--- src/rtl/chip_ctrl_pkg.sv ---
// Shared types and constants for the chip valve sequencer: command opcodes,
// FSM states and the peristaltic pump step table.
package chip_ctrl_pkg;

    typedef enum logic [1:0] {
        OP_FILL    = 2'b00,
        OP_PUMP    = 2'b01,
        OP_COLLECT = 2'b10,
        OP_FLUSH   = 2'b11
    } op_e;

    typedef enum logic [2:0] {
        ST_IDLE   = 3'd0,
        ST_SETTLE = 3'd1,
        ST_RUN    = 3'd2,
        ST_CLOSE  = 3'd3,
        ST_DONE   = 3'd4
    } state_e;

    localparam logic [2:0] STEP_LAST = 3'd5;

    // Entry 0 is the rightmost element: 100, 110, 010, 011, 001, 101.
    localparam logic [5:0][2:0] PUMP_PAT = {3'b101, 3'b001, 3'b011, 3'b010, 3'b110, 3'b100};

    function automatic logic [2:0] pump_pattern(input logic [2:0] idx);
        logic [2:0] pat;
        case (idx)
            3'd0:    pat = PUMP_PAT[0];
            3'd1:    pat = PUMP_PAT[1];
            3'd2:    pat = PUMP_PAT[2];
            3'd3:    pat = PUMP_PAT[3];
            3'd4:    pat = PUMP_PAT[4];
            3'd5:    pat = PUMP_PAT[5];
            default: pat = 3'b111;
        endcase
        return pat;
    endfunction

endpackage

--- src/rtl/chip_pump_phase.sv ---
// Dwell timer and pump step index; tick_o marks the last clock of a dwell,
// wrap_o marks the last clock of the sixth step.
module chip_pump_phase
    import chip_ctrl_pkg::*;
#(
    parameter int DWELL_W = 16
) (
    input  logic               clk,
    input  logic               rst_n,
    input  logic               clr_i,
    input  logic               en_i,
    input  logic               step_en_i,
    input  logic [DWELL_W-1:0] dwell_m1_i,
    output logic               tick_o,
    output logic               wrap_o,
    output logic [2:0]         step_o
);

    logic [DWELL_W-1:0] cnt_q, cnt_d;
    logic [2:0]         step_q, step_d;

    assign tick_o = en_i && (cnt_q == dwell_m1_i);
    assign wrap_o = tick_o && step_en_i && (step_q == STEP_LAST);
    assign step_o = step_q;

    // Next-state for dwell counter and step index; clear wins over counting.
    always_comb begin
        cnt_d  = cnt_q;
        step_d = step_q;
        if (clr_i) begin
            cnt_d  = '0;
            step_d = 3'd0;
        end else if (en_i) begin
            if (tick_o) begin
                cnt_d = '0;
                if (step_en_i) begin
                    step_d = (step_q == STEP_LAST) ? 3'd0 : step_q + 3'd1;
                end else begin
                    step_d = step_q;
                end
            end else begin
                cnt_d = cnt_q + {{(DWELL_W-1){1'b0}}, 1'b1};
            end
        end else begin
            cnt_d  = cnt_q;
            step_d = step_q;
        end
    end

    // Counter registers.
    always_ff @(posedge clk or negedge rst_n) begin
        if (!rst_n) begin
            cnt_q  <= '0;
            step_q <= 3'd0;
        end else begin
            cnt_q  <= cnt_d;
            step_q <= step_d;
        end
    end

endmodule

--- src/rtl/chip_ctrl_sequencer.sv ---
// Microfluidic valve sequencer: accepts FILL/PUMP/COLLECT/FLUSH commands and
// drives ring, collect, pump and flush valves through SETTLE/RUN/CLOSE.
module chip_ctrl_sequencer
    import chip_ctrl_pkg::*;
#(
    parameter int SIZE    = 7,
    parameter int CNT_W   = 8,
    parameter int DWELL_W = 16,
    localparam int CH_W   = (SIZE > 1) ? $clog2(SIZE) : 1
) (
    input  logic               clk,
    input  logic               rst_n,
    input  logic               cmd_valid,
    output logic               cmd_ready,
    input  logic [1:0]         cmd_op,
    input  logic [CH_W-1:0]    cmd_chan,
    input  logic [CNT_W-1:0]   cmd_count,
    input  logic [DWELL_W-1:0] cmd_dwell,
    input  logic               abort,
    output logic [SIZE-1:0]    ctrl_ring,
    output logic [SIZE-1:0]    ctrl_collect,
    output logic [2:0]         pump,
    output logic               flush,
    output logic               busy,
    output logic               done,
    output logic               err
);

    localparam logic [CH_W:0] SIZE_V = (CH_W + 1)'(SIZE);

    state_e             state_q, state_d;
    op_e                op_q, op_d;
    logic [CH_W-1:0]    chan_q, chan_d;
    logic [CNT_W-1:0]   count_q, count_d;
    logic [CNT_W-1:0]   cycle_q, cycle_d;
    logic [DWELL_W-1:0] dwell_m1_q, dwell_m1_d;
    logic               err_q, err_d;

    logic               ph_clr_s, ph_en_s, ph_step_en_s;
    logic               tick_s, wrap_s;
    logic [2:0]         step_s;
    logic               bad_chan_s;
    op_e                cmd_op_s;

    assign cmd_op_s   = op_e'(cmd_op);
    assign bad_chan_s = ((cmd_op_s == OP_FILL) || (cmd_op_s == OP_COLLECT)) &&
                        ({1'b0, cmd_chan} >= SIZE_V);
    // Any state change restarts the dwell timer and step index.
    assign ph_clr_s   = (state_d != state_q);

    chip_pump_phase #(
        .DWELL_W (DWELL_W)
    ) u_phase (
        .clk        (clk),
        .rst_n      (rst_n),
        .clr_i      (ph_clr_s),
        .en_i       (ph_en_s),
        .step_en_i  (ph_step_en_s),
        .dwell_m1_i (dwell_m1_q),
        .tick_o     (tick_s),
        .wrap_o     (wrap_s),
        .step_o     (step_s)
    );

    // Next-state, command latch and cycle counting.
    always_comb begin
        state_d      = state_q;
        op_d         = op_q;
        chan_d       = chan_q;
        count_d      = count_q;
        cycle_d      = cycle_q;
        dwell_m1_d   = dwell_m1_q;
        err_d        = 1'b0;
        ph_en_s      = 1'b0;
        ph_step_en_s = 1'b0;
        case (state_q)
            ST_IDLE: begin
                if (cmd_valid) begin
                    op_d       = cmd_op_s;
                    chan_d     = cmd_chan;
                    count_d    = cmd_count;
                    cycle_d    = '0;
                    dwell_m1_d = (cmd_dwell == '0) ? '0 : cmd_dwell - {{(DWELL_W-1){1'b0}}, 1'b1};
                    if (bad_chan_s) begin
                        err_d = 1'b1;
                    end else if (cmd_count == '0) begin
                        state_d = ST_DONE;
                    end else begin
                        state_d = ST_SETTLE;
                    end
                end else begin
                    state_d = ST_IDLE;
                end
            end
            ST_SETTLE: begin
                ph_en_s = 1'b1;
                if (abort) begin
                    state_d = ST_CLOSE;
                end else if (tick_s) begin
                    state_d = ST_RUN;
                end else begin
                    state_d = ST_SETTLE;
                end
            end
            ST_RUN: begin
                ph_en_s      = 1'b1;
                ph_step_en_s = 1'b1;
                if (abort) begin
                    state_d = ST_CLOSE;
                end else if (wrap_s) begin
                    if (cycle_q == count_q - {{(CNT_W-1){1'b0}}, 1'b1}) begin
                        state_d = ST_CLOSE;
                    end else begin
                        cycle_d = cycle_q + {{(CNT_W-1){1'b0}}, 1'b1};
                    end
                end else begin
                    state_d = ST_RUN;
                end
            end
            ST_CLOSE: begin
                ph_en_s = 1'b1;
                if (tick_s) begin
                    state_d = ST_DONE;
                end else begin
                    state_d = ST_CLOSE;
                end
            end
            ST_DONE: begin
                state_d = ST_IDLE;
            end
            default: begin
                state_d = ST_IDLE;
            end
        endcase
    end

    // State and command registers.
    always_ff @(posedge clk or negedge rst_n) begin
        if (!rst_n) begin
            state_q    <= ST_IDLE;
            op_q       <= OP_FILL;
            chan_q     <= '0;
            count_q    <= '0;
            cycle_q    <= '0;
            dwell_m1_q <= '0;
            err_q      <= 1'b0;
        end else begin
            state_q    <= state_d;
            op_q       <= op_d;
            chan_q     <= chan_d;
            count_q    <= count_d;
            cycle_q    <= cycle_d;
            dwell_m1_q <= dwell_m1_d;
            err_q      <= err_d;
        end
    end

    // Valve decode from registered state; 1 = pressurised/closed.
    always_comb begin
        ctrl_ring    = '1;
        ctrl_collect = '1;
        pump         = 3'b111;
        flush        = 1'b0;
        if ((state_q == ST_SETTLE) || (state_q == ST_RUN)) begin
            case (op_q)
                OP_FILL: begin
                    for (int i = 0; i < SIZE; i++) begin
                        ctrl_ring[i] = (chan_q != CH_W'(i));
                    end
                end
                OP_COLLECT: begin
                    for (int i = 0; i < SIZE; i++) begin
                        ctrl_collect[i] = (chan_q != CH_W'(i));
                    end
                end
                OP_FLUSH: begin
                    ctrl_ring    = '0;
                    ctrl_collect = '0;
                    flush        = 1'b1;
                end
                OP_PUMP: begin
                    flush = 1'b0;
                end
                default: begin
                    flush = 1'b0;
                end
            endcase
            if (state_q == ST_RUN) begin
                pump = (op_q == OP_FLUSH) ? 3'b000 : pump_pattern(step_s);
            end else begin
                pump = 3'b111;
            end
        end else begin
            pump = 3'b111;
        end
    end

    assign cmd_ready = (state_q == ST_IDLE);
    assign busy      = (state_q != ST_IDLE);
    assign done      = (state_q == ST_DONE);
    assign err       = err_q;

endmodule

--- config.mk ---
export PLATFORM = sky130hd
export DESIGN_NAME = chip_ctrl_sequencer
export DESIGN_NICKNAME = d
export VERILOG_FILES = /design/src/rtl/chip_ctrl_pkg.sv /design/src/rtl/chip_pump_phase.sv /design/src/rtl/chip_ctrl_sequencer.sv
export SDC_FILE = /design/constraint.sdc
export NUM_CORES = 1
export LEC_CHECK = 0
export ABC_AREA = 1
export BUFFER_PORTS_ARGS = -buffer_cell sky130_fd_sc_hd__buf_2
export CAP_MARGIN = 0
export CORE_MARGIN = 3
export CORE_UTILIZATION = 53
export DETAILED_ROUTE_END_ITERATION = 16
export PLACE_DENSITY = 0.77
export RECOVER_POWER = 25
export SETUP_SLACK_MARGIN = 0.1
export SLEW_MARGIN = 20
export SYNTH_ARGS = -nofsm -noshare
export SYNTH_HDL_FRONTEND = slang
export SYNTH_SLANG_ARGS = --single-unit
--- constraint.sdc ---
create_clock -name clk -period 2.2 [get_ports clk]
set_clock_uncertainty 0.2 [all_clocks]
set_input_delay 0.33 -clock clk [delete_from_list [all_inputs] [get_ports clk]]
set_output_delay 0.33 -clock clk [all_outputs]
set_load 0.005 [all_outputs]
# After elaboration in Yosys (flattened, before gate mapping)
# Index checks and enable logic that the tools add are counted.
# classes
add_sub_neg	5
order_cmp	1
eq_ne	25
mux	39
reduce_logical	22
# op_table
operator	n
16-bit two-way mux	4
3-bit two-way mux	15
8-bit two-way mux	4
7-bit one-hot mux with 2 select lines	2
3-bit one-hot mux with 6 select lines	1
16-bit by 1-bit adder with 16-bit output (second input constant)	1
16-bit == test	1
16-bit logical NOT	1
8-bit one-hot mux with 2 select lines	1
16-bit by 1-bit subtractor with 16-bit output (second input constant)	1
7-bit two-way mux	2
3-bit by 2-bit == test with 1-bit output (second input constant)	4
3-bit one-hot mux with 4 select lines	1
3-bit == test (second input constant)	3
3-bit inequality test (second input constant)	3
8-bit by 1-bit adder with 8-bit output (second input constant)	1
8-bit == test	1
8-bit logical NOT	1
2-bit nonzero test	4
8-bit by 1-bit subtractor with 8-bit output (second input constant)	1
1-bit two-way mux	7
2-bit == test (second input constant)	3
3-bit by 1-bit == test with 1-bit output (second input constant)	2
3-bit logical NOT	2
other kinds (16)	26
# totals
ff_bits	60
elab_cells	101

# Longest topological paths before layout
# Gate-level depths: netlist (run 1).
# logic_depth
word_depth	12
mapped_depth	16
depth_no_buf	15

# Hierarchy
# A second synthesis (run 1) with hierarchy kept.
# unflattened
cells_unflattened	620
hier_area_um2	4241.6
# modules_own_cells
mod	n_inst	cells_each	area_each_um2	seq_area_each_um2
chip_ctrl_sequencer	1	390	2746.4	1026.0
chip_pump_phase	1	230	1495.2	475.5

# Worst setup path before layout (run 1)
# No wires, ideal clock.
# synth_timing
path_type	register -> register
startpoint	register count_q[0]
endpoint	register cycle_q[2]
t_arrival_ps	1978
setup_slack_ps	-105
path_stages_with_launch	14
n_path_buf	0
cell_sequence	dfrtp_1 > inv_1 > ha_1 > or2_2 > nand2_1 > nand2_1 > nand2_1 > nand3_1 > nor2_1 > nand2_1 > a31oi_1 > inv_1 > nand2_1 > o21ai_0
# synth_via
elab_chain_cells	4
# synth_lines
element	line_no	source
start, declared	chip_ctrl_sequencer.sv:34	logic [CNT_W-1:0] count_q, count_d;
start signal, assigned	chip_ctrl_sequencer.sv:151	count_q <= count_d;
8-bit by 1-bit subtractor with 8-bit output	chip_ctrl_sequencer.sv:111	if (cycle_q == count_q - {{(CNT_W-1){1'b0}}, 1'b1}) begin
8-bit == test	chip_ctrl_sequencer.sv:111	
2-bit inequality test (no source line)	n/a	
5-bit AND reduction (no source line)	n/a	
end signal, assigned	chip_ctrl_sequencer.sv:152	cycle_q <= cycle_d;
end, declared	chip_ctrl_sequencer.sv:35	logic [CNT_W-1:0] cycle_q, cycle_d;
# No other way between the ends.
# A chain may end at the register's enable or synchronous reset.

# Worst setup path in the final report (run 1)
# layout_timing
startpoint	register state_q[0]
endpoint	register u_phase.cnt_q[4]
# layout_via
elab_chain_cells	11
word_cells_on_any_way	24
classes_between	eq/ne (4); mux (14); reduce/logical (6)
# layout_lines
element	line_no	source
start, declared	chip_ctrl_sequencer.sv:31	state_e state_q, state_d;
start signal, assigned	chip_ctrl_sequencer.sv:148	state_q <= state_d;
3-bit by 1-bit == test with 1-bit output / 3-bit by 2-bit == test with 1-bit output (equally long branches)	chip_ctrl_sequencer.sv:76	case (state_q)
3-bit OR reduction (no source line)	n/a	
1-bit two-way mux	chip_ctrl_sequencer.sv:76	
1-bit logical AND	chip_pump_phase.sv:22	assign tick_o = en_i && (cnt_q == dwell_m1_i);
1-bit logical AND (2 in a row)	chip_pump_phase.sv:23	assign wrap_o = tick_o && step_en_i && (step_q == STEP_LAST);
3-bit two-way mux	chip_ctrl_sequencer.sv:110	end else if (wrap_s) begin
3-bit two-way mux	chip_ctrl_sequencer.sv:108	if (abort) begin
3-bit one-hot mux with 4 select lines *	chip_ctrl_sequencer.sv:76	
via state_d[2]	chip_ctrl_sequencer.sv:31	
3-bit inequality test *	chip_ctrl_sequencer.sv:49	assign ph_clr_s = (state_d != state_q);
16-bit two-way mux / 2-bit nonzero test (equally long branches)	n/a	
end signal, assigned	chip_pump_phase.sv:56	cnt_q <= cnt_d;
end, declared	chip_pump_phase.sv:19	logic [DWELL_W-1:0] cnt_q, cnt_d;
# Mark *: on every way through the listed nets, which the timed path passes. The rest lies on a longest branch. The select of a mux whose other input is x is not followed.

==> results.tsv, run 1 <==
stage	metric	value	unit
synthesis	Synth Cell Area	0.00411	mm2
routing	initial DRC count	360	
routing	DRC errors left	0	
die	Core Rows	31	
status	failing checks	setup timing	
setup_path	CP Data Required Time	2.29	ns
cells_and_area	# diodes	0	
setup_path	Arr. time, crit path	2.41	ns
clock_tree	TritonCTS Buffers	9	
synthesis	syn nets	639	
die	Die Wd	94.0	um
timing	Worst Slack Setup Final	-0.121	ns
place	Post-DP HPWL	8140	um
status	outcome	finished, violations left	
clock_tree	worst skew pair latency	0.35	ns
cells_and_area	multi-input logic area	0.00246	mm2
global_route	largest net degree at the start of global routing	34	
setup_path	startpoint types	flop	
die	Ports	55	
clock_tree	CTS tree	built	
timing	Max Fclk	431	MHz
setup_path	CP endpoint kind	flop	
timing	Slew Viols, Final	0	
cells_and_area	Final Util	76.6	%
pwr	cell leakage power	2.64	nW
die	core box area	0.00737	mm2
routing	Pre-Repair DR Iteration Count	5	
synthesis	Avg Cell Area, Syn	6.83	um2
synthesis	EDFF count, synth	0	
synthesis	Most used DFF post-synth	dfrtp_1	
global_route	global-route wire length before repair	19200	um
cells_and_area	FF/Latch Area	0.00151	mm2
cells_and_area	commonest non-fill, non-tap cell in the layout	nand2_1	
routing	final wirelength	12400	um
pwr	Power Density	985	mW/mm2
cells_and_area	fillers	536	
routing	wire per inst	14.9	um
routing	via count	4528	
timing	Worst-Margin Slew	0.694	ns
synthesis	ys async rst share	100	%
timing	Slew HR	53.7	%
pwr	P_sw	2.36	mW
setup_path	kind of critical path	reg2reg	
cells_and_area	count of nets after finishing	770	
global_route	global route total overflow	0	
pwr	clock power share	17.3	%
global_route	antenna violations before repair	0	
routing	Vias/cell	5.42	
clock_tree	CTS H-tree lvls	3	
timing	RSZ-0062 raised after global routing	true	
pwr	share of power burned in registers	32.1	%
synthesis	yosys synthesis warning count	0	
clock_tree	clk buf depth	2	
hold_path	Hold WC Path Type	in2reg	
timing	period utilization	106	%
routing	Antenna Violating Nets Remaining	0	
place	I/O Buffers	54	
synthesis	Synth cell types	39	
cells_and_area	area growth from synthesis to layout	37.5	%
synthesis	Mapped Cells	601	
clock_tree	CTS Sinks	60	
die	die area	0.00884	mm2
global_route	Total GRT Usage	27.9	%
timing	final hold vios	0	
clock_tree	clock-pin slew on the worst setup and hold paths	0.07	ns
place	gpl congestion	0.923	
pwr	VDD IR max	0.649	mV
synthesis	Yosys reg bits	60	
cells_and_area	most frequent cells in the layout	nand2_1, inv_1, buf_4	
die	DIE HEIGHT	94.0	um
run	Max Cap Violations	0	
cells_and_area	layout cells sized above 1	30.0	%
timing	Final setup viols	22	
clock_tree	CTS root buf	clkbuf_8	
setup_path	CP Max Fanout	5	
timing	setup TNS	-1.55	ns
die	initial core utilization	55.7	%
global_route	vias in the first global route	4084	
pwr	Power Internal	3.21	mW
timing	fin crit period	2.32	ns
pwr	Sw Share	42.3	%
pwr	Comb power frac	50.6	%
synthesis	sequential cell area fraction in the yosys report	36.6	%
[layer usage]
| layer | track usage [%] | vias to the layer above | share of wire [%] |
|---|---|---|---|
| met2 | 43.5 | 205 | 47 |
| li1 | - | 2200 | - |
| met3 | 5.13 | 40 | 7.3 |
| met5 | 0 | - | 0 |
| met4 | 10.7 | 0 | 2.6 |
| met1 | 38.6 | 2083 | 43 |
[cell families after synthesis]
| logic type | after synthesis | share of synthesized area (%) |
|---|---|---|
| fa+ha+maj | 5 | 1.52 |
| compound gates | 85 | 11.8 |
| flops | 60 | 36.6 |
| buf+inv | 113 | 10.6 |
| simple gates | 306 | 32.6 |
| xor+xnor | 32 | 6.83 |
[synth_stat cells, types with 2 or more instances]
library cell  instances  area (um2)
o22ai_1              14        87.6
inv_1                96         360
nand2_1             149         559
nor2_1               74         278
inv_2                 2        7.51
xor2_1               24         210
nand4_1              16         100
nor2_2                2        12.5
clkbuf_1             10        37.5
a31oi_1               3        18.8
buf_1                 2        7.51
o21ai_0              48         240
xnor2_1               8        70.1
a21oi_1               5        25.0
ha_1                  5        62.6
nor4_1                3        18.8
o31ai_1               8        60.1
dfrtp_1              60        1500
nand3_1              28         140
nor3_1               23         115
nand3b_1              3        22.5
[worst max-delay path, stage by stage (launching register included)]
cell and delay [ns]:
dfrtp_2 0.45, buf_4 0.17, nor2_4 0.17, nor2_4 0.05
inv_2 0.09, nor3_4 0.06, nand3_2 0.11, buf_4 0.14
o22ai_2 0.07, nor2_1 0.21, nand4_4 0.16, buf_12 0.17
clkbuf_16 0.15, nor2_2 0.07
[sequential cells by signal (all words and copies together) (netlist names)]
| name | flops |
|---|---|
| u_phase.cnt_q | 16 |
| chan_q | 3 |
| dwell_m1_q | 16 |
| state_q | 3 |
| cycle_q | 8 |
| op_q | 2 |
| u_phase.step_o | 3 |
| count_q | 8 |
| err | 1 |
[worst paths after layout]
check	slack, ns	end	startpoint	cells past startpoint
hold / removal	0.008	count_q[3]$_DFFE_PN0P_	cmd_count[3]	3
hold reg to reg	0.30	count_q[7]$_DFFE_PN0P_	count_q[7]$_DFFE_PN0P_	2
setup / recovery	-0.12	u_phase.cnt_q[4]$_DFFE_PN0P_	state_q[0]$_DFF_PN0_	13
max in group asynchronous	0.86	state_q[0]$_DFF_PN0_	rst_n	3
min in group asynchronous	0.34	u_phase.cnt_q[12]$_DFFE_PN0P_	rst_n	3
setup reg to reg	-0.12	u_phase.cnt_q[4]$_DFFE_PN0P_	state_q[0]$_DFF_PN0_	13
[through the flow]
| step | setup WS [ns] | hold WS [ns] | power (mW) | instances | area [um2] |
|---|---|---|---|---|---|
| global route | -0.221 | 0.0239 | 5.92 | 835 | 5650 |
| global placement | 0.0446 | 0.162 | 3.65 | 781 | 4770 |
| CTS | -0.0274 | 0.00307 | 5.11 | 820 | 5350 |
| finish | -0.121 | 0.00830 | 5.56 | 835 | 5650 |
| detailed placement | -0.00850 | 0.161 | 3.73 | 781 | 4770 |
| floorplan | 0.0757 | -0.166 | 3.10 | 601 | 4120 |
[cell type report]
cell class                 instances  share of cell area (%)
clock buffer                      14                    3.24
inverter                          98                    6.69
tap                               99                    2.19
sequential                        60                    26.7
clock inverter                     1                  0.0887
multi-input combinational        428                    43.6
timing repair buffer             135                    17.5
[power groups by stage]
stage	Sequential [mW]	Clock [mW]	Combinational, mW
after floorplan	1.65	0	1.45
after CTS	1.77	0.954	2.39
after detailed placement	1.77	0	1.95
after global routing	1.83	1.01	3.08
final	1.79	0.960	2.82
after global placement	1.75	0	1.90
[timing repair]
| item | CTS | global route |
|---|---|---|
| pin swaps | 4 | 16 |
| gates resized for setup | 49 | 60 |
| endpoints found under the setup margin | 45 | 60 |
| hold endpoints to repair | 64 | 0 |
| setup buffers | 17 | 15 |
| hold buffers | 5 | 0 |
| cloned | 2 | 1 |
Power figures use the tool's default switching activity.
==> inputs of run 2 (changes only) <==
CAP_MARGIN = unset   (was 0)
GPL_TIMING_DRIVEN = 0   (was unset)
MAX_ROUTING_LAYER = met4   (was unset)
==> results.tsv, run 2 (synthesis gave the netlist of run 1 again) <==
stage	metric	value	unit
global_route	Total GRT Usage	28.0	%
clock_tree	CTS root buf	clkbuf_8	
setup_path	CP Max Fanout	8	
status	failing checks	setup timing	
timing	period utilization	106	%
clock_tree	CTS tree	built	
setup_path	CP endpoint kind	flop	
cells_and_area	area growth from synthesis to layout	32.4	%
cells_and_area	# diodes	0	
place	Placed Area	0.00451	mm2
clock_tree	TritonCTS Buffers	9	
pwr	Power Internal	2.98	mW
cells_and_area	commonest non-fill, non-tap cell in the layout	nand2_1	
routing	via count	4524	
timing	final hold vios	0	
global_route	antenna violations before repair	0	
global_route	global-route wire length before repair	19100	um
timing	Slew HR	9.48	%
routing	wire per inst	15.3	um
hold_path	Hold WC Path Type	in2reg	
pwr	P_sw	2.34	mW
cells_and_area	fin cells	815	
timing	Final setup viols	41	
cells_and_area	biggest regs	dwell_m1_q x16, u_phase.cnt_q x16	
timing	Slew Viols, Final	0	
timing	RSZ-0062 raised after global routing	true	
cells_and_area	fillers	574	
pwr	Sw Share	43.9	%
setup_path	startpoint types	flop	
routing	initial DRC count	381	
die	Ports	55	
timing	Max Fclk	430	MHz
place	Post-DP HPWL	7950	um
pwr	share of power burned in registers	33.7	%
die	Core Rows	31	
clock_tree	CTS H-tree lvls	3	
pwr	clock power share	18.1	%
routing	Antenna Violating Nets Remaining	0	
place	gpl congestion	0.930	
die	initial core utilization	55.7	%
pwr	VDD IR max	0.658	mV
die	die area	0.00884	mm2
status	outcome	finished, violations left	
routing	final wirelength	12500	um
cells_and_area	most frequent cells in the layout	nand2_1, inv_1, buf_2	
pwr	Comb power frac	48.2	%
die	core box area	0.00737	mm2
place	I/O Buffers	54	
clock_tree	worst skew pair latency	0.34	ns
cells_and_area	layout cells sized above 1	29.6	%
timing	Worst Slack Setup Final	-0.127	ns
routing	Pre-Repair DR Iteration Count	7	
routing	DRC errors left	0	
place	Inst Count DP	754	
timing	Worst-Margin Slew	1.36	ns
die	DIE HEIGHT	94.0	um
setup_path	Arr. time, crit path	2.35	ns
routing	Vias/cell	5.55	
global_route	global route total overflow	0	
timing	hold_ws	0.0118	ns
setup_path	kind of critical path	reg2reg	
cells_and_area	Post-Layout Inst Area	0.00544	mm2
global_route	vias in the first global route	4155	
setup_path	CP Data Required Time	2.23	ns
cells_and_area	count of nets after finishing	749	
timing	fin crit period	2.33	ns
pwr	cell leakage power	2.54	nW
run	Max Cap Violations	0	
die	Die Wd	94.0	um
global_route	largest net degree at the start of global routing	61	
pwr	Power Density	977	mW/mm2
clock_tree	CTS Sinks	60	
clock_tree	clock-pin slew on the worst setup and hold paths	0.07	ns
clock_tree	clk buf depth	2	
==> run 2: cell count changes in the layout (fill, tap and decap cells not counted), sizes merged <==
cell         before  now
clkinvlp          0    2
dlygate4sd3       5    2
clkinv            1    3
clkbuf           16   20
buf             128  103
==> run 2: worst paths after layout <==
kind,startpoint,to,slack [ns],cells past startpoint
min in group asynchronous,rst_n,u_phase.cnt_q[8]$_DFFE_PN0P_,0.64,2
max reg2reg,count_q[0]$_DFFE_PN0P_,u_phase.step_o[0]$_DFFE_PN0P_,-0.13,16
max in group asynchronous,rst_n,state_q[2]$_DFF_PN0_,0.25,2
max,count_q[0]$_DFFE_PN0P_,u_phase.step_o[0]$_DFFE_PN0P_,-0.13,16
min,cmd_count[6],count_q[6]$_DFFE_PN0P_,0.01,3
min reg2reg,count_q[7]$_DFFE_PN0P_,count_q[7]$_DFFE_PN0P_,0.33,2
==> run 2: per-stage QoR <==
stage          setup slack, ns  total power [mW]  setup TNS (ns)  util [%]
6_report                -0.127              5.31           -3.39      73.8
5_1_grt                 -0.241              5.67           -7.52      73.8
4_1_cts                -0.0574              4.95          -0.516      70.0
3_5_place_dp            -0.469              3.63          -23.38      61.2
3_3_place_gp            -0.423              3.55          -20.21      61.2
2_1_floorplan           0.0757              3.10               0         -
==> run 2: worst max-delay path: stages, from the launching register on <==
cell     delay, ns
dfrtp_1       0.40
inv_2         0.08
ha_4          0.17
or2_4         0.24
nand2_2       0.06
nand2_1       0.04
nand2_1       0.06
nand3_1       0.06
nor2_1        0.12
nand2_2       0.10
nand2_2       0.08
nand2_4       0.08
nand2_2       0.08
nand2_2       0.07
nand4_4       0.16
buf_6         0.16
nor2_1        0.04
==> run 2: timing repair <==
item / 4_1_cts / 5_1_grt
hold buffers: 2 / 0
endpoints found under the hold margin: 61 / 0
pin swaps: 22 / 27
resized for setup: 72 / 72
setup buffers: 29 / 14
endpoints found under the setup margin: 72 / 69
cloned: 2 / 0
==> run 2: layout make-up <==
| type | instances | area (um2) | share of cell area [%] |
|---|---|---|---|
| clock buffer | 12 | 165 | 3.04 |
| timing repair inverter | 1 | 7.51 | 0.138 |
| tap | 99 | 124 | 2.28 |
| multi-input combinational | 428 | 2500 | 46.0 |
| inverter | 98 | 378 | 6.95 |
| clock inverter | 4 | 22.5 | 0.414 |
| sequential | 60 | 1510 | 27.7 |
| buffer | 14 | 86.3 | 1.59 |
| timing repair buffer | 99 | 646 | 11.9 |
==> run 2: power by group through the flow <==
stage               logic, mW  clock network, mW  registers, mW
finish                   2.56              0.959           1.79
global route             2.83               1.01           1.83
CTS                      2.26              0.946           1.75
floorplan                1.45                  0           1.65
global placement         1.83                  0           1.72
detailed placement       1.91                  0           1.73
==> run 2: routing by layer <==
metal  track usage (%)  wire length [um]  vias up
met5                 -                 0        -
met4              9.75               295        0
met3              4.41              1000       38
met2              43.4              5890      239
met1              37.6              5270     2083
li1                  -                 -     2164
==> inputs of run 3 (changes only) <==
SYNTH_HIERARCHICAL = 1   (was unset)
==> results.tsv, run 3 <==
stage	metric	value	unit
synthesis	ys async rst share	100	%
routing	DRC errors left	0	
die	Die Wd	95.5	um
setup_path	Arr. time, crit path	3.00	ns
setup_path	kind of critical path	reg2reg	
cells_and_area	most frequent cells in the layout	nand2_1, nor2_1, inv_1	
setup_path	r2r setup slk	-0.76	ns
die	Ports	55	
place	Inst Count DP	773	
status	failing checks	setup timing	
synthesis	Synth Cell Area	0.00424	mm2
routing	final wirelength	12400	um
die	core box area	0.00752	mm2
timing	Slew Viols, Final	0	
timing	Slew HR	9.30	%
synthesis	top cells by area, synth	dfrtp_1, nand2_1, nor2_1	
setup_path	CP endpoint kind	flop	
setup_path	worst r2r path cells	18	
setup_path	r2r endpoint	u_phase/cnt_q[13]$_DFFE_PN0P_	
routing	Pre-Repair DR Iteration Count	5	
cells_and_area	area growth from synthesis to layout	33.7	%
timing	setup TNS	-19.06	ns
clock_tree	worst skew pair latency	0.36	ns
synthesis	yosys synthesis warning count	6	
status	outcome	finished, violations left	
clock_tree	TritonCTS Buffers	9	
timing	fin crit period	2.96	ns
synthesis	Avg Cell Area, Syn	6.84	um2
cells_and_area	# diodes	0	
synthesis	Synth area leader	dfrtp_1	
routing	Vias/cell	5.36	
synthesis	syn nets	657	
cells_and_area	count of nets after finishing	773	
place	gpl congestion	0.964	
cells_and_area	commonest non-fill, non-tap cell in the layout	nand2_1	
place	Post-DP HPWL	8210	um
global_route	antenna violations before repair	0	
timing	Final setup viols	42	
die	initial core utilization	56.4	%
setup_path	CP Data Required Time	2.24	ns
routing	wire per inst	14.8	um
die	DIE HEIGHT	95.5	um
pwr	cell leakage power	2.72	nW
synthesis	count leader, synth	nand2_1	
clock_tree	clock-pin slew on the worst setup and hold paths	0.07	ns
clock_tree	CTS root buf	clkbuf_8	
routing	via count	4503	
synthesis	sequential cell area fraction in the yosys report	35.4	%
cells_and_area	Final Util	75.4	%
die	die area	0.00911	mm2
timing	Worst Slack Setup Final	-0.764	ns
synthesis	Mapped Cells	620	
synthesis	Most used DFF post-synth	dfrtp_1	
setup_path	startpoint types	flop	
routing	Antenna Violating Nets Remaining	0	
global_route	largest net degree at the start of global routing	61	
clock_tree	CTS H-tree lvls	3	
place	dpl ws	-0.825	ns
synthesis	Yosys top cell area share	35.4	%
synthesis	EDFF count, synth	0	
hold_path	Hold WC Path Type	in2reg	
synthesis	Yosys reg bits	60	
timing	Max Fclk	337	MHz
setup_path	CP Max Fanout	6	
cells_and_area	fin cells	840	
hold_path	hold depth	3	
die	Core Rows	31	
routing	initial DRC count	305	
run	Max Cap Violations	0	
timing	RSZ-0062 raised after global routing	true	
setup_path	CP Launch Point	u_phase/cnt_q[11]$_DFFE_PN0P_	
place	I/O Buffers	54	
synthesis	Post-synth top cells	nand2_1, nor2_1, inv_1, dfrtp_1, nand3_1	
global_route	global-route wire length before repair	19700	um
pwr	Power Density	1170	mW/mm2
timing	final hold vios	0	
timing	period utilization	135	%
synthesis	Synth cell types	42	
clock_tree	CTS Sinks	60	
setup_path	Reg2Reg Launch Point	u_phase/cnt_q[11]$_DFFE_PN0P_	
clock_tree	CTS tree	built	
global_route	Total GRT Usage	28.5	%
global_route	vias in the first global route	4271	
timing	Worst-Margin Slew	1.36	ns
clock_tree	clk buf depth	2	
cells_and_area	biggest regs	dwell_m1_q x16, u_phase/cnt_q x16	
cells_and_area	layout cells sized above 1	32.8	%
setup_path	crit path to	u_phase/cnt_q[13]$_DFFE_PN0P_	
global_route	global route total overflow	0	
pwr	VDD IR max	0.620	mV
run 3: cell count changes after synthesis, moves of 5 or more:
cell      before  now
clkbuf_1      10    2
inv_1         96   65
inv_2          2   16
nand2_1      149  176
nand2_2        0    7
nand3_1       28   40
nor2_2         2   11
o21ai_0       48   29
o21ai_1        1   20
o22ai_1       14    0
o31ai_1        8    0
xnor2_1        8   13
xor2_1        24   19
run 3: worst min path at each step:
stage	startpoint	slack (ns)	end
5_1_grt	cmd_chan[1]	0.02	chan_q[1]$_DFFE_PN0P_
2_1_floorplan	rst_n	-0.17	chan_q[0]$_DFFE_PN0P_
4_1_cts	cmd_chan[2]	0.004	chan_q[2]$_DFFE_PN0P_
6_report	cmd_chan[2]	0.005	chan_q[2]$_DFFE_PN0P_
3_5_place_dp	rst_n	0.26	count_q[6]$_DFFE_PN0P_
3_3_place_gp	dwell_m1_q[4]$_DFFE_PN0P_	0.28	dwell_m1_q[4]$_DFFE_PN0P_
run 3: metrics by stage:
| step | hold WS, ns | total power [mW] | area (um2) |
|---|---|---|---|
| CTS | 0.00389 | 6.29 | 5460 |
| global route | 0.0244 | 7.08 | 5670 |
| detailed placement | 0.259 | 4.33 | 4680 |
| global placement | 0.276 | 4.22 | 4670 |
| finish | 0.00520 | 6.64 | 5670 |
| floorplan | -0.166 | 3.66 | 4280 |
run 3: cell type report:
class,instances,area [um2]
plain buffers,10,85.1
fillers,567,1850
multi-input cells,467,2640
repair buffers,107,743
clock inverters,4,70.1
inverters,81,333
clock buffers,12,165
flip-flops and latches,60,1510
well taps,99,124
run 3: metal layers:
metal | vias to the layer above | part of all wire, % | wire (um) | GRT usage (%)
met4 | 0 | 1.9 | 230 | 9.12
met1 | 2127 | 42 | 5210 | 35.1
met3 | 33 | 5.5 | 683 | 5.52
met5 | - | 0 | 0 | -
met2 | 149 | 51 | 6310 | 47.4
li1 | 2194 | - | - | -
run 3: kinds of logic after synthesis:
family                   after synthesis  synth area share [%]
AO/OA/AOI/OAI                         64                  8.32
flip-flops                            60                  35.4
buffers and inverters                 93                  9.20
adder cells (fa/ha/maj)                4                  1.18
AND/OR/NAND/NOR                      366                  38.9
XOR/XNOR                              33                  6.99
run 3: repair_timing:
action	in CTS	in global routing
pin swaps	20	20
hold endpoints to repair	62	0
gates resized for setup	65	41
setup endpoints to repair	44	46
buffers inserted	39	13
hold buffers	3	0
run 3: report_power, final:
part	switching (mW)	total [mW]	internal, mW
logic	2.00	3.58	1.58
registers	0.439	1.87	1.43
clock network	0.463	1.19	0.727
total	2.90	6.64	3.74
run 3: critical path: stages (launching register included):
cell	delay, ns
dfrtp_1	0.40
inv_2	0.07
nand2_2	0.08
nand2_2	0.07
nor3b_2	0.15
nand2_1	0.08
nor3_2	0.20
and2_4	0.20
a21boi_4	0.18
o21ai_2	0.07
a21oi_2	0.12
nand2_1	0.10
nand2_2	0.08
nand2_4	0.06
nor2_4	0.26
buf_4	0.17
nor3_1	0.06
a21oi_1	0.20
nor3_2	0.07
